<file path="src/rtl/pipe_pkg.sv">
// ---------------------------------------------------------------------------
// pipe_pkg
// Shared definitions for the pipeline stall controller:
//   REG_IDX_W            width of a register index in the pipeline
//   MEM_TIMEOUT_DEFAULT  default busy-cycle limit for the memory watchdog
//   stall_state_t        controller states (RUN, LU_STALL, HALT, STEP)
//   src_match()          true when a nonzero source index equals a dest index
// ---------------------------------------------------------------------------
package pipe_pkg;

  localparam int REG_IDX_W           = 6;
  localparam int MEM_TIMEOUT_DEFAULT = 1023;

  typedef enum logic [1:0] {
    RUN      = 2'd0,
    LU_STALL = 2'd1,
    HALT     = 2'd2,
    STEP     = 2'd3
  } stall_state_t;

  // Index 0 means "operand not used", so it can never create a dependency.
  function automatic logic src_match(input logic [REG_IDX_W-1:0] dest,
                                     input logic [REG_IDX_W-1:0] src);
    return (src != '0) && (src == dest);
  endfunction

endpackage

</file>
<file path="src/rtl/pipe_wdog.sv">
// ---------------------------------------------------------------------------
// pipe_wdog
// Memory-busy watchdog. Counts consecutive busy cycles (saturating at
// MEM_TIMEOUT) and raises a sticky timeout flag once the count reaches the
// limit. Only reset clears the flag.
// Ports:
//   clk      clock
//   rst      synchronous active-low reset
//   busy     data memory busy
//   timeout  sticky timeout flag
// ---------------------------------------------------------------------------
module pipe_wdog
  import pipe_pkg::*;
#(
  parameter int MEM_TIMEOUT = MEM_TIMEOUT_DEFAULT
) (
  input  logic clk,
  input  logic rst,
  input  logic busy,
  output logic timeout
);

  localparam int CNT_W = $clog2(MEM_TIMEOUT + 1);
  localparam logic [CNT_W-1:0] LIMIT = CNT_W'(MEM_TIMEOUT);

  logic [CNT_W-1:0] cnt;

  // The counter runs only across an unbroken stretch of busy cycles and
  // restarts on the first idle cycle. The flag is set on the same edge that
  // brings the count up to the limit, so it is visible right after the
  // MEM_TIMEOUT-th busy cycle.
  always_ff @(posedge clk) begin
    if (!rst) begin
      cnt     <= '0;
      timeout <= 1'b0;
    end else if (busy) begin
      if (cnt != LIMIT) begin
        cnt <= cnt + CNT_W'(1);
      end
      if (cnt >= LIMIT - CNT_W'(1)) begin
        timeout <= 1'b1;
      end
    end else begin
      cnt <= '0;
    end
  end

endmodule

</file>
<file path="src/rtl/pipe_stall_ctrl.sv">
// ---------------------------------------------------------------------------
// pipe_stall_ctrl
// Central stall controller for the 5-stage pipeline. Generates PC hold and
// the pause signals of the FI_ID, ID_EX, EX_MEM and MEM_WB stage registers.
// Handles load-use bubbles, freezes everything while data memory is busy and
// supports debug halt / single-step.
//
// Hazards are resolved into the state register, so pause outputs depend only
// on the state, dmem_busy_i and rst.
//
// Optional feature: define PIPE_PERF_CNT_EN to build the stall-cycle
// performance counter; otherwise stall_cycles_o is tied to 0.
//
// Ports:
//   clk, rst            clock, synchronous active-low reset
//   if_rs_i, if_rt_i    source indices of the raw fetched instruction
//   id_load_i           ID instruction is a load
//   id_dest_i           destination index of that load
//   dmem_busy_i         data memory busy
//   halt_req_i          debug halt request (level)
//   step_i              single-step pulse (used only in HALT)
//   pc_hold_o           PC does not advance
//   pause_*_o           stage-register pauses
//   halted_o            core is in HALT
//   mem_timeout_o       sticky memory timeout
//   stall_cycles_o      stall-cycle counter
// ---------------------------------------------------------------------------
module pipe_stall_ctrl
  import pipe_pkg::*;
#(
  parameter int MEM_TIMEOUT = MEM_TIMEOUT_DEFAULT
) (
  input  logic                 clk,
  input  logic                 rst,
  input  logic [REG_IDX_W-1:0] if_rs_i,
  input  logic [REG_IDX_W-1:0] if_rt_i,
  input  logic                 id_load_i,
  input  logic [REG_IDX_W-1:0] id_dest_i,
  input  logic                 dmem_busy_i,
  input  logic                 halt_req_i,
  input  logic                 step_i,
  output logic                 pc_hold_o,
  output logic                 pause_fi_id_o,
  output logic                 pause_id_ex_o,
  output logic                 pause_ex_mem_o,
  output logic                 pause_mem_wb_o,
  output logic                 halted_o,
  output logic                 mem_timeout_o,
  output logic [31:0]          stall_cycles_o
);

  stall_state_t state;
  stall_state_t next_state;
  logic         hazard;

  // Load-use hazard: the load in ID writes a register the fetched
  // instruction is about to read.
  assign hazard = id_load_i && (id_dest_i != '0) &&
                  (src_match(id_dest_i, if_rs_i) || src_match(id_dest_i, if_rt_i));

  // State register. A busy memory freezes the state, so a pending stall or
  // step survives the freeze and is performed once memory is free.
  always_ff @(posedge clk) begin
    if (!rst) begin
      state <= RUN;
    end else if (!dmem_busy_i) begin
      state <= next_state;
    end
  end

  // Next-state logic. Hazards beat halt requests in RUN/STEP; in HALT a
  // step pulse beats a dropped halt request.
  always_comb begin
    next_state = state;
    case (state)
      RUN: begin
        if (hazard) begin
          next_state = LU_STALL;
        end else if (halt_req_i) begin
          next_state = HALT;
        end
      end
      LU_STALL: begin
        next_state = halt_req_i ? HALT : RUN;
      end
      HALT: begin
        if (step_i) begin
          next_state = STEP;
        end else if (!halt_req_i) begin
          next_state = RUN;
        end
      end
      STEP: begin
        if (hazard) begin
          next_state = LU_STALL;
        end else begin
          next_state = halt_req_i ? HALT : RUN;
        end
      end
      default: next_state = RUN;
    endcase
  end

  // Output logic. Reset and memory freeze override the per-state outputs;
  // halted_o still follows the state during a freeze but is 0 in reset.
  always_comb begin
    pc_hold_o      = 1'b0;
    pause_fi_id_o  = 1'b0;
    pause_id_ex_o  = 1'b0;
    pause_ex_mem_o = 1'b0;
    pause_mem_wb_o = 1'b0;
    halted_o       = 1'b0;
    if (!rst) begin
      pc_hold_o      = 1'b1;
      pause_fi_id_o  = 1'b1;
      pause_id_ex_o  = 1'b1;
      pause_ex_mem_o = 1'b1;
      pause_mem_wb_o = 1'b1;
    end else if (dmem_busy_i) begin
      pc_hold_o      = 1'b1;
      pause_fi_id_o  = 1'b1;
      pause_id_ex_o  = 1'b1;
      pause_ex_mem_o = 1'b1;
      pause_mem_wb_o = 1'b1;
      halted_o       = (state == HALT);
    end else begin
      case (state)
        LU_STALL: begin
          pc_hold_o     = 1'b1;
          pause_fi_id_o = 1'b1;
        end
        HALT: begin
          pc_hold_o      = 1'b1;
          pause_fi_id_o  = 1'b1;
          pause_id_ex_o  = 1'b1;
          pause_ex_mem_o = 1'b1;
          pause_mem_wb_o = 1'b1;
          halted_o       = 1'b1;
        end
        default: begin
          pc_hold_o = 1'b0;
        end
      endcase
    end
  end

  pipe_wdog #(
    .MEM_TIMEOUT(MEM_TIMEOUT)
  ) u_wdog (
    .clk     (clk),
    .rst     (rst),
    .busy    (dmem_busy_i),
    .timeout (mem_timeout_o)
  );

`ifdef PIPE_PERF_CNT_EN
  logic [31:0] stall_cnt;
  logic        count_en;

  // Counts cycles lost to hazards and memory; a quiet debug halt is not
  // a stall, but a frozen halt cycle is.
  assign count_en = pc_hold_o && !((state == HALT) && !dmem_busy_i);

  always_ff @(posedge clk) begin
    if (!rst) begin
      stall_cnt <= '0;
    end else if (count_en) begin
      stall_cnt <= stall_cnt + 32'd1;
    end
  end

  assign stall_cycles_o = stall_cnt;
`else
  assign stall_cycles_o = '0;
`endif

endmodule

</file>
<file path="config.mk">
export PLATFORM = sky130hd
export DESIGN_NAME = pipe_stall_ctrl
export DESIGN_NICKNAME = d
export VERILOG_FILES = /design/src/rtl/pipe_pkg.sv /design/src/rtl/pipe_wdog.sv /design/src/rtl/pipe_stall_ctrl.sv
export SDC_FILE = /design/constraint.sdc
export NUM_CORES = 1
export LEC_CHECK = 0
export CORE_ASPECT_RATIO = 1.1
export CORE_MARGIN = 5
export CORE_UTILIZATION = 40
export CTS_CLUSTER_DIAMETER = 150
export DETAILED_ROUTE_END_ITERATION = 10
export GPL_TIMING_DRIVEN = 0
export MAX_ROUTING_LAYER = met4
export PLACE_DENSITY = 0.86
export SYNTH_ARGS = -nofsm -noshare
export SYNTH_HDL_FRONTEND = slang
export SYNTH_SLANG_ARGS = --single-unit
</file>
<file path="constraint.sdc">
create_clock -name clk -period 2.2 [get_ports clk]
set_clock_uncertainty 0.05 [all_clocks]
set_input_delay 0.33 -clock clk [delete_from_list [all_inputs] [get_ports clk]]
set_output_delay 0.33 -clock clk [all_outputs]
set_load 0.01 [all_outputs]
</file>
# ---- Word-level counts from Yosys, hierarchy flattened
# Cells that the tools add are included.
dict set report word_totals {
  elab_cells 42
  register_bits 13
  output_inout_bits 39
}
dict set report classes {
  n_bitwise 1
  order_cmp 1
  muxes 15
  n_eq_ne 8
  addsub 1
  n_reduce_logical 13
}
# cell n
set op_table {}
lappend op_table {{6-bit nonzero test} 3}
lappend op_table {{6-bit equality test} 2}
lappend op_table {{2-bit 2-to-1 mux} 6}
lappend op_table {{10-bit by 1-bit adder with 10-bit output (second input constant)} 1}
lappend op_table {{10-bit greater-or-equal comparator (second input constant)} 1}
lappend op_table {{10-bit inequality test (second input constant)} 1}
lappend op_table {{1-bit 2-to-1 mux} 8}
lappend op_table {{2-bit one-hot mux with 4 select lines} 1}
lappend op_table {{3-bit inequality test (second input constant)} 2}
lappend op_table {{2-bit equality test (second input constant)} 2}
lappend op_table {{1-bit logical AND} 4}
lappend op_table {{2-bit AND reduction} 2}
lappend op_table {{3-bit AND reduction} 1}
lappend op_table {{2-bit by 1-bit equality test with 1-bit output (second input constant)} 1}
lappend op_table {{2-bit zero test} 1}
lappend op_table {{2-bit OR reduction} 1}
lappend op_table {{1-bit logical OR} 1}
lappend op_table {{1-bit inverter} 1}

# ---- Depth between registers and ports, before layout
# Gate-level depths: netlist of the first run.
dict set report depth {
  depth_word 6
  mapped_depth 7
}

# ---- Hierarchy
# From an unflattened synthesis of the first run, not the netlist that was laid out.
dict set report hier_totals {
  cells_unflattened 159
  area_unflattened_um2 1292.5
}
# module cells_per_inst n_inst area_each_um2
set by_module_without_submodules {}
lappend by_module_without_submodules {pipe_stall_ctrl 95 1 708.2}
lappend by_module_without_submodules {pipe_wdog 64 1 584.3}

# ---- Least setup slack after synthesis of the first run
# No wires, ideal clock.
dict set report synth_path {
  path_type {reg2out}
  start {register state[0]}
  end {output pc_hold_o}
  stages_incl_launch_ff 5
  slack_ns 0.451
  required_ns 1.820
  arrival_ns 1.369
  n_path_buf 1
  path_cell_list {dfxtp_1 > inv_1 > ha_1 > or3b_2 > buf_4}
}
dict set report synth_via {
  elab_chain_cells 5
  elab_cells_between_ends 6
  classes_between {eq/ne (2); mux (3); reduce/logical (1)}
}
# element line
set synth_rtl {}
lappend synth_rtl {{from (decl)} pipe_stall_ctrl.sv:52} ;# stall_state_t state;
lappend synth_rtl {{from (signal assigned)} pipe_stall_ctrl.sv:67} ;# state <= next_state;
lappend synth_rtl {{2-bit equality test or 2-bit by 1-bit equality test with 1-bit output (tied branches)} --}
lappend synth_rtl {{2-bit OR reduction (no line) (*)} --}
lappend synth_rtl {{1-bit 2-to-1 mux (*) (3 in series)} --}
lappend synth_rtl {{to (decl)} pipe_stall_ctrl.sv:42} ;# output logic pc_hold_o,
# Mark *: on every way between the ends. The rest lies on a longest branch, timed or not.

# ---- Worst setup path after layout of the first run
dict set report layout_path {
  start {register state[0]}
  end {output pause_mem_wb_o}
}
dict set report layout_via {
  elab_chain_cells 4
}
# element line
set layout_rtl {}
lappend layout_rtl {{2-bit equality test} pipe_stall_ctrl.sv:127} ;# case (state)
lappend layout_rtl {{1-bit 2-to-1 mux} pipe_stall_ctrl.sv:127}
lappend layout_rtl {{1-bit 2-to-1 mux} pipe_stall_ctrl.sv:119} ;# end else if (dmem_busy_i) begin
lappend layout_rtl {{1-bit 2-to-1 mux} pipe_stall_ctrl.sv:113} ;# if (!rst) begin
lappend layout_rtl {{to (decl)} pipe_stall_ctrl.sv:46} ;# output logic pause_mem_wb_o,
# No other way between the ends.

==> metrics, run 1 <==
synthesized flop and latch total 13; Setup crit start kind flop; I/O pin count 63; cell taking the most area after synthesis buf_4; global-route wire length before repair between 4000 and 5000 um; XOR/XNOR Fraction of Synth Area 13.54%; Syn Area/Cell 8.031 um2; most frequent cell after synthesis buf_4; synthesized netlist cell count 153; kind of critical path reg2out; FFs w/ async S/R, synth 0%; DIE HEIGHT 68.13 um; share of cells above drive strength 1 22.02%; Layout Cells excl Fill between 200 and 300; simple-gate share of the synthesized area 19.35%; Final Cycle Share 96.57%; synthesized area 1229 um2; hold slack 416.5 ps; Yosys top cell area share 21.38%; sequential share of power 35.3%; DRC Markers 0; Die W 62.85 um; Layout Utilization between 50% and 60%; Layout Area Growth over Synthesis 39.82%; Pint 508.5 uW; Tot GR Track Use between 10 and 15%; Initial DRT Pass Iterations 4; Congestion Overflow GR 0; P per Cell Area 449.8 nW/um2; Seq/Total Area, Yosys 21.18%; RSZ-0062 raised after global routing no; Worst setup EP type primary output; placed wire-length estimate 2180 um; DR WL/cell 10.66 um; Clk Latency, worst-skew pair 270 ps; R2R depth 7; Final Hold Viols 0; CP Max Fanout 5; Final #Nets 250; dominant cells by area after synthesis buf_4, dfxtp_1, xor2_1, ha_1, xnor2_1; CTS tree done; vias in the first global route 1015; Root Driver clkbuf_4; Post-Synth Adder-Cell Area 7.128%; fmax 0.4707 GHz; Max Slew Vio Count 0; vias 1158; worst hold path type reg2reg; Reg clk slew, reported paths 70 ps; Switch Pwr 264.1 uW; CTS Buf Count 3; number of flops mapped to enable cells by yosys 0; Clock power frac 18.4%; total power about 770 uW; status complete, no violations; initial core utilization 41.02%; # H-tree levels 1; Final setup viols 0; Vias/cell 4.595; Synth top cells by count buf_4, dfxtp_1, xor2_1; worst endpoint required time 1820 ps; Compound-Gate Fraction of Synth Area 13.75%; post-synthesis mux area share less than 1%; MaxCap Viol Count 0; clock sinks 13; LEAKAGE roughly 0.00078 uW; Placer Congestion approximately 0.83; total wire length 2686 um; switch share 34.18%; row cnt 21; antenna fix cells 0; Setup TNS 0 ps; pin count of the biggest net entering global routing 11; Cells on Worst Hold Path 1; Gate power share 46.3%; Die ar. between 4000 and 5000 um2; post-route ant nets 0; Tmin final 2125 ps; VDD IR-drop max 0.2530 mV; number of I/O port buffers 29; main flop type after synthesis dfxtp_1; Synth cell types 37; Critical Path AT 1740 ps; Core ar. around 3000 um2; Max clock buf depth 2; YS warnings 0; initial drt markers 44; dpl cells 247; initial antenna violation count 0; largest family of logic cells by synthesized area buffers and inverters
logic make-up after synthesis:
logic type | Yosys count
other | 1
multiplexers | 1
AND/OR/NAND/NOR | 44
AO/OA/AOI/OAI | 25
buffers and inverters | 43
flip-flops | 13
XOR/XNOR | 19
adder cells (fa/ha/maj) | 7
per-layer routing:
metal	routed length [um]	vias to the layer above	global-route usage [%]
li1	-	593	-
met1	1048	497	13.79
met2	1308	59	22.80
met3	246	9	2.299
met4	82	0	6.631
met5	0	-	-
cells in the final DEF (no fill, tap or decap), types with 4 or more instances in the layout:
cell / n
buf_4: 36
conb_1: 32
clkdlybuf4s50_1: 23
xor2_1: 13
nor2_1: 12
dfxtp_1: 11
xnor2_1: 6
a21oi_1: 6
nor3_1: 6
ha_1: 6
o21ai_0: 5
dlygate4sd2_1: 5
inv_1: 4
nand4_1: 4
nand3_1: 4
power by group through the flow:
stage	sequential, uW	clock (uW)	combinational, uW
6_report	273	142	358
5_1_grt	274	159	397
4_1_cts	264	149	346
3_5_place_dp	268	0	346
3_3_place_gp	267	0	336
2_1_floorplan	265	0	231
state kept, by name, summed over array words and instances, names as in the netlist:
name,cells
u_wdog.cnt,10
u_wdog.timeout,1
state,2
worst max-delay path, stage by stage (launching register included):
cell and delay, ps:
dfxtp_2 350, inv_2 60, ha_4 160, or3b_2 480, buf_4 140, dlygate4sd2_1 280
timing repair:
action / in CTS / in global routing
hold buffers: 0 / 0
pin swaps: 0 / 1
hold endpoints to repair: 0 / 0
resized for setup: 11 / 4
setup endpoints to repair: 5 / 3
buffers inserted: 1 / 0
cell type report:
class                      instances  area, um2
fill                             287       1277
multi-input combinational        128      804.5
timing repair buffer              30      286.5
buffer                            37      270.3
sequential                        13      265.3
tap                               34      42.54
clock buffer                       4      26.28
inverter                           6      22.52
final timing paths:
path / to / slack (ps) / start
min reg2reg: u_wdog.timeout$_SDFFE_PN0P_ / 420 / u_wdog.timeout$_SDFFE_PN0P_
min: u_wdog.timeout$_SDFFE_PN0P_ / 420 / u_wdog.timeout$_SDFFE_PN0P_
max: pause_mem_wb_o / 80 / state[0]$_SDFFE_PN0P_
max reg2reg: u_wdog.cnt[5]$_SDFFE_PN0P_ / 380 / u_wdog.cnt[1]$_SDFFE_PN0P_
per-stage QoR:
stage               area (um2)  setup WS, ps
floorplan                 1345         451.2
finish                    1718         75.38
detailed placement        1678        -244.6
global placement          1678        -227.4
global route              1718         15.59
CTS                       1710         7.486
Note: power is estimated with default switching activity, not from simulation.
==> run 2: changes to the inputs <==
--- a/config.mk
+++ b/config.mk
@@ -16,3 +16,4 @@
 export SYNTH_ARGS = -nofsm -noshare
 export SYNTH_HDL_FRONTEND = slang
 export SYNTH_SLANG_ARGS = --single-unit
+export TNS_END_PERCENT = 30
==> metrics, run 2 (same netlist as run 1, synthesis figures left out) <==
Largest register FFs 10 (unchanged); most frequent cells in the layout buf_4, conb_1, clkdlybuf4s50_1 (unchanged); I/O pin count 63 (unchanged); P per Cell Area 444.6 nW/um2 (was 449.8 nW/um2); # H-tree levels 1 (unchanged); Die W 62.85 um (unchanged); CTS tree done (unchanged); Crit path max-delay family simple AND/OR/NAND/NOR gates (was buffers and inverters); Switch Pwr 256.9 uW (was 264.1 uW); Congestion Overflow GR 0 (unchanged); DIE HEIGHT 68.13 um (unchanged); Top reg by flops u_wdog.cnt (unchanged); initial antenna violation count 0 (unchanged); RR Startpoint u_wdog.cnt[0]$_SDFFE_PN0P_ (was u_wdog.cnt[1]$_SDFFE_PN0P_); slowest stage delay, CP 450 ps (was 480 ps); Root Driver clkbuf_4 (unchanged); initial drt markers 95 (was 44); uppermost layer routed met4 (unchanged); Tot GR Track Use 12.66% (was 12.80%); vias in the first global route 1016 (was 1015); Final Cycle Share 95.27% (was 96.57%); row cnt 21 (unchanged); hold path start u_wdog.timeout$_SDFFE_PN0P_ (unchanged); WHS Endpoint u_wdog.timeout$_SDFFE_PN0P_ (unchanged); switch share 33.89% (was 34.18%); CTS Hold Bufs 0 (unchanged); global-route wire length before repair 4278 um (was 4319 um); Gate power share 45.9% (was 46.3%); min setup slack post-route 104.0 ps (was 75.38 ps); RSZ-0062 raised after global routing no (unchanged); Reg clk slew, reported paths 70 ps (about the same); clock sinks 13 (unchanged); Layout Utilization 56.93% (was 57.35%); Post-Route M1 WL 1033 um (was 1048 um); antenna fix cells 0 (unchanged); crit path buf inv count 2 (was 3); Pint 501.3 uW (was 508.5 uW); setup slack, reg-to-reg 380 ps (about the same); Post-Place Worst Slack -244.6 ps (unchanged); Clk Latency, worst-skew pair 270 ps (about the same); placed wire-length estimate 2180 um (unchanged); vias 1143 (was 1158); Die ar. 4281 um2 (unchanged); Critical Path AT 1720 ps (was 1740 ps); fmax 0.4771 GHz (was 0.4707 GHz); CP Max Fanout 5 (unchanged); Cells on Worst Hold Path 1 (unchanged); Vias/cell 4.554 (was 4.595); pin count of the biggest net entering global routing 11 (unchanged); number of I/O port buffers 29 (unchanged); total wire length 2633 um (was 2686 um); initial core utilization 41.02% (unchanged); Placer Congestion 0.8338 (unchanged); share of cells above drive strength 1 21.66% (was 22.02%); Core ar. 2995 um2 (unchanged); CP Cell Sequence inv_2, ha_1, or3b_2, dlygate4sd2_1 (was inv_2, ha_4, or3b_2, buf_4, dlygate4sd2_1); top flop regs u_wdog.cnt (10), state (2), u_wdog.timeout (1) (unchanged); Initial DRT Pass Iterations 4 (unchanged); LEAKAGE 0.0007755 uW (was 0.0007810 uW); slowest CP cell or3b_2 (unchanged); worst hold path type reg2reg (unchanged); Layout Area Growth over Synthesis 38.80% (was 39.82%); Setup crit start kind flop (unchanged); MaxCap Viol Count 0 (unchanged); Final Hold Viols 0 (unchanged); CTS Buf Count 3 (unchanged); met3 wire length 234 um (was 246 um); post-route ant nets 0 (unchanged); Final setup viols 0 (unchanged); Clock power frac 18.8% (was 18.4%); Final #Nets 249 (was 250); DR WL/cell 10.49 um (was 10.66 um); Max Slew Vio Count 0 (unchanged); DRC Markers 0 (unchanged); Worst setup EP type primary output (unchanged); R2R depth 7 (unchanged); sequential share of power 35.4% (was 35.3%); status complete, no violations (unchanged); kind of critical path reg2out (unchanged); met2 WL 1283 um (was 1308 um); Reg-to-Reg End u_wdog.cnt[7]$_SDFFE_PN0P_ (was u_wdog.cnt[5]$_SDFFE_PN0P_); commonest non-fill, non-tap cell in the layout buf_4 (unchanged); Tmin final 2096 ps (was 2125 ps); worst endpoint required time 1820 ps (about the same); Max clock buf depth 2 (unchanged); VDD IR-drop max 0.2452 mV (was 0.2530 mV)
[run 2: cell types whose count changed in the layout (fill, tap and decap cells not counted)]
cell      change
or3b_4        +1
ha_2          +1
clkbuf_2      -1
ha_4          -1
or3b_2        -1
[run 2: what timing repair did]
action,4_1_cts,5_1_grt
endpoints found under the setup margin,5,0
setup buffers,0,0
endpoints found under the hold margin,0,0
gates resized for setup,14,0
[run 2: area by class of cell]
| class | instances | area [um2] |
|---|---|---|
| Fill cell | 288 | 1290 |
| Clock buffer | 4 | 26.28 |
| Inverter | 6 | 22.52 |
| Buffer | 37 | 270.3 |
| Tap cell | 34 | 42.54 |
| Multi-Input combinational cell | 128 | 797.0 |
| Sequential cell | 13 | 265.3 |
| Timing Repair Buffer | 29 | 281.5 |
[run 2: how the worst max path moves through the flow]
| stage | startpoint | endpoint | slack [ps] | cells after the start |
|---|---|---|---|---|
| 2_1_floorplan | state[0]$_SDFFE_PN0P_ | pc_hold_o | 450 | 4 |
| 3_3_place_gp | rst | pause_mem_wb_o | -230 | 4 |
| 3_5_place_dp | rst | pause_mem_wb_o | -240 | 4 |
| 4_1_cts | state[0]$_SDFFE_PN0P_ | pause_fi_id_o | 90 | 4 |
| 5_1_grt | state[1]$_SDFFE_PN0P_ | pause_fi_id_o | 20 | 4 |
| 6_report | state[0]$_SDFFE_PN0P_ | pause_fi_id_o | 100 | 4 |
[run 2: routing by layer]
metal,up-vias,global-route usage [%]
met3,9,2.299
li1,591,-
met2,61,22.28
met1,482,13.69
met5,-,-
met4,0,6.897
[run 2: power by group through the flow]
stage | clock [uW] | combinational [uW] | sequential (uW)
2_1_floorplan | 0 | 231 | 265
3_3_place_gp | 0 | 336 | 267
3_5_place_dp | 0 | 346 | 268
4_1_cts | 149 | 342 | 268
5_1_grt | 159 | 387 | 271
6_report | 142 | 348 | 268
[run 2: metrics by stage]
stage	hold slack, ps	TNS [ps]	power, uW	std cells	area, um2
floorplan	397.7	0	495.8	184	1345
global placement	400.6	-896.5	603.1	247	1678
detailed placement	404.9	-1022	613.9	247	1678
CTS	423.0	0	759.2	251	1705
global route	432.9	0	816.3	251	1705
finish	417.4	0	758.2	251	1705
==> run 3: changes to the inputs <==
--- a/config.mk
+++ b/config.mk
@@ -7,13 +7,14 @@
 export LEC_CHECK = 0
 export CORE_ASPECT_RATIO = 1.1
 export CORE_MARGIN = 5
-export CORE_UTILIZATION = 40
+export CORE_UTILIZATION = 41
 export CTS_CLUSTER_DIAMETER = 150
 export DETAILED_ROUTE_END_ITERATION = 10
-export GPL_TIMING_DRIVEN = 0
+export GPL_TIMING_DRIVEN = 1
 export MAX_ROUTING_LAYER = met4
 export PLACE_DENSITY = 0.86
 export SYNTH_ARGS = -nofsm -noshare
 export SYNTH_HDL_FRONTEND = slang
+export SYNTH_HIERARCHICAL = 1
 export SYNTH_SLANG_ARGS = --single-unit
 export TNS_END_PERCENT = 30
==> metrics, run 3 <==
antenna fix cells 0 (unchanged); Reg clk slew, reported paths 80 ps (was 70 ps); number of flops mapped to enable cells by yosys 0 (unchanged); Setup TNS 0 ps (unchanged); Top reg by flops u_wdog/cnt (was u_wdog.cnt); MaxCap Viol Count 0 (unchanged); initial drt markers 30 (was 95); top flop regs u_wdog/cnt (10), state (2), u_wdog/timeout (1) (was u_wdog.cnt (10), state (2), u_wdog.timeout (1)); Setup crit start kind flop (unchanged); Post-Place Worst Slack 34.95 ps (was -244.6 ps); Seq/Total Area, Yosys 20.14% (was 21.18%); cell taking the most area after synthesis buf_4 (unchanged); main flop type after synthesis dfxtp_1 (unchanged); Worst setup EP type primary output (unchanged); Tot GR Track Use 12.77% (was 12.66%); initial antenna violation count 0 (unchanged); CTS tree done (unchanged); Die W 63.54 um (was 62.85 um); most frequent cell after synthesis buf_4 (unchanged); worst endpoint required time 1820 ps (about the same); vias in the first global route 1045 (was 1016); fillers 296 (was 288); slowest stage delay, CP 500 ps (was 450 ps); Tmin final 2077 ps (was 2096 ps); total wire length 2708 um (was 2633 um); fmax 0.4814 GHz (was 0.4771 GHz); DRC Markers 0 (unchanged); Core ar. 3048 um2 (was 2995 um2); Placer Congestion 0.8924 (was 0.8338); FFs w/ async S/R, synth 0% (unchanged); dominant cells by area after synthesis buf_4, dfxtp_1, ha_1, xor2_1, nor4_1 (was buf_4, dfxtp_1, xor2_1, ha_1, xnor2_1); synthesized netlist cell count 159 (was 153); sequential cell area 262.8 um2 (was 265.3 um2); Final setup viols 0 (unchanged); Congestion Overflow GR 0 (unchanged); # H-tree levels 1 (unchanged); YS warnings 6 (was 0); Vias/cell 5.099 (was 4.554); CTS Buf Count 3 (unchanged); DR WL/cell 12.14 um (was 10.49 um); CP Max Fanout 5 (unchanged); status complete, no violations (unchanged); Synth top cells by count buf_4, dfxtp_1, xor2_1 (unchanged); Syn Area/Cell 8.129 um2 (was 8.031 um2); Final Hold Viols 0 (unchanged); Root Driver clkbuf_4 (unchanged); most frequent cells in the layout conb_1, clkdlybuf4s50_1, dfxtp_1 (was buf_4, conb_1, clkdlybuf4s50_1); Pint 401.4 uW (was 501.3 uW); Max clock buf depth 2 (unchanged); vias 1137 (was 1143); Max Slew Vio Count 0 (unchanged); RSZ-0062 raised after global routing no (unchanged); placed wire-length estimate 2155 um (was 2180 um); Final #Nets 221 (was 249); I/O pin count 63 (unchanged); Gate power share 31.4% (was 45.9%); clock sinks 13 (unchanged); Switch Pwr 193.2 uW (was 256.9 uW); VDD IR-drop max 0.2690 mV (was 0.2452 mV); share of cells above drive strength 1 7.937% (was 21.66%); min setup slack post-route 122.5 ps (was 104.0 ps); DIE HEIGHT 68.89 um (was 68.13 um); CP Cell Sequence inv_1, ha_1, nand3b_1, clkdlybuf4s50_1 (was inv_2, ha_1, or3b_2, dlygate4sd2_1); Layout Area Growth over Synthesis 18.68% (was 38.80%); Clk Latency, worst-skew pair 280 ps (was 270 ps); Die ar. 4377 um2 (was 4281 um2); P per Cell Area 387.6 nW/um2 (was 444.6 nW/um2); commonest non-fill, non-tap cell in the layout conb_1 (was buf_4); post-route ant nets 0 (unchanged); LEAKAGE 0.0006268 uW (was 0.0007755 uW); Critical Path AT 1700 ps (was 1720 ps); Post CTS Setup Buffer Count 0 (unchanged); Final Cycle Share 94.43% (was 95.27%); Layout Utilization 50.33% (was 56.93%); switch share 32.50% (was 33.89%); Largest register FFs 10 (unchanged); slowest CP cell clkdlybuf4s50_1 (was or3b_2); synthesized flop and latch total 13 (unchanged); initial core utilization 42.41% (was 41.02%); Yosys top cell area share 20.33% (was 21.38%); multi-input logic area 842.1 um2 (was 797.0 um2); sequential share of power 42.1% (was 35.4%); global-route wire length before repair 4388 um (was 4278 um); synthesized area 1292 um2 (was 1229 um2); Initial DRT Pass Iterations 4 (unchanged); worst hold path type reg2reg (unchanged); row cnt 21 (unchanged); Synth cell types 43 (was 37); Clock power frac 26.5% (was 18.8%); kind of critical path reg2out (unchanged); pin count of the biggest net entering global routing 12 (was 11); number of I/O port buffers 30 (was 29)
run 3: path summary, 6_finish.rpt:
| path | from | endpoint | slack, ps | depth (start not counted) |
|---|---|---|---|---|
| worst max-delay path | state[0]$_SDFFE_PN0P_ | pause_ex_mem_o | 120 | 4 |
| worst min-delay path | u_wdog/timeout$_SDFFE_PN0P_ | u_wdog/timeout$_SDFFE_PN0P_ | 440 | 1 |
| worst max register to register | u_wdog/cnt[1]$_SDFFE_PN0P_ | u_wdog/cnt[3]$_SDFFE_PN0P_ | 490 | 4 |
| worst min register to register | u_wdog/timeout$_SDFFE_PN0P_ | u_wdog/timeout$_SDFFE_PN0P_ | 440 | 1 |
run 3: through the flow:
| step | hold slack [ps] | cell area (um2) | total power, uW | cells |
|---|---|---|---|---|
| floorplan | 397.7 | 1409 | 398.9 | 190 |
| global placement | 406.8 | 1498 | 439.1 | 219 |
| detailed placement | 420.8 | 1498 | 441.5 | 219 |
| CTS | 441.1 | 1524 | 599.3 | 223 |
| global route | 460.3 | 1534 | 635.8 | 223 |
| finish | 435.8 | 1534 | 594.6 | 223 |
run 3: logic make-up (layout without fill, tap and decap cells):
| kind of cell | count (synthesis) | count (layout) | synth area share [%] |
|---|---|---|---|
| AND/OR/NAND/NOR | 47 | 47 | 21.88 |
| buffers and inverters | 46 | 45 | 23.72 |
| AO/OA/AOI/OAI | 29 | 29 | 15.88 |
| flip-flops | 13 | 13 | 20.14 |
| XOR/XNOR | 12 | 12 | 8.132 |
| adder cells (fa/ha/maj) | 7 | 7 | 6.776 |
| multiplexers | 4 | 4 | 3.195 |
| other | 1 | 32 | 0.2901 |
run 3: layout make-up:
cell class,instances,area share (%)
Multi-Input combinational cell,131,54.89
Timing Repair Buffer,33,21.53
Sequential cell,13,17.13
Tap cell,34,2.773
Inverter,8,1.958
Clock buffer,4,1.713
run 3: worst max-delay path, delay by kind of cell (launching register included):
kind / cells / cell delay (ps)
DFF: 1 / 380
adders and majority gates: 1 / 240
buffers and inverters: 2 / 590
and+or+nand+nor: 1 / 200
run 3: repair_timing:
| item | in CTS | in global routing |
|---|---|---|
| endpoints found under the setup margin | 0 | 5 |
| hold endpoints to repair | 0 | 0 |
| resized for setup | 0 | 5 |
| hold buffers | 0 | 0 |
run 3: layer usage:
metal,up-vias,track usage [%],share of wire [%]
met5,-,-,0
met4,0,7.532,1.8
met3,4,1.459,7.4
met2,52,21.95,50
met1,519,14.48,41
li1,562,-,-
run 3: power by group through the flow:
stage / logic, uW / registers (uW) / clock network (uW)
6_report: 187 / 250 / 157
3_5_place_dp: 187 / 255 / 0
2_1_floorplan: 147 / 252 / 0
3_3_place_gp: 185 / 254 / 0
4_1_cts: 187 / 249 / 163
5_1_grt: 209 / 251 / 176
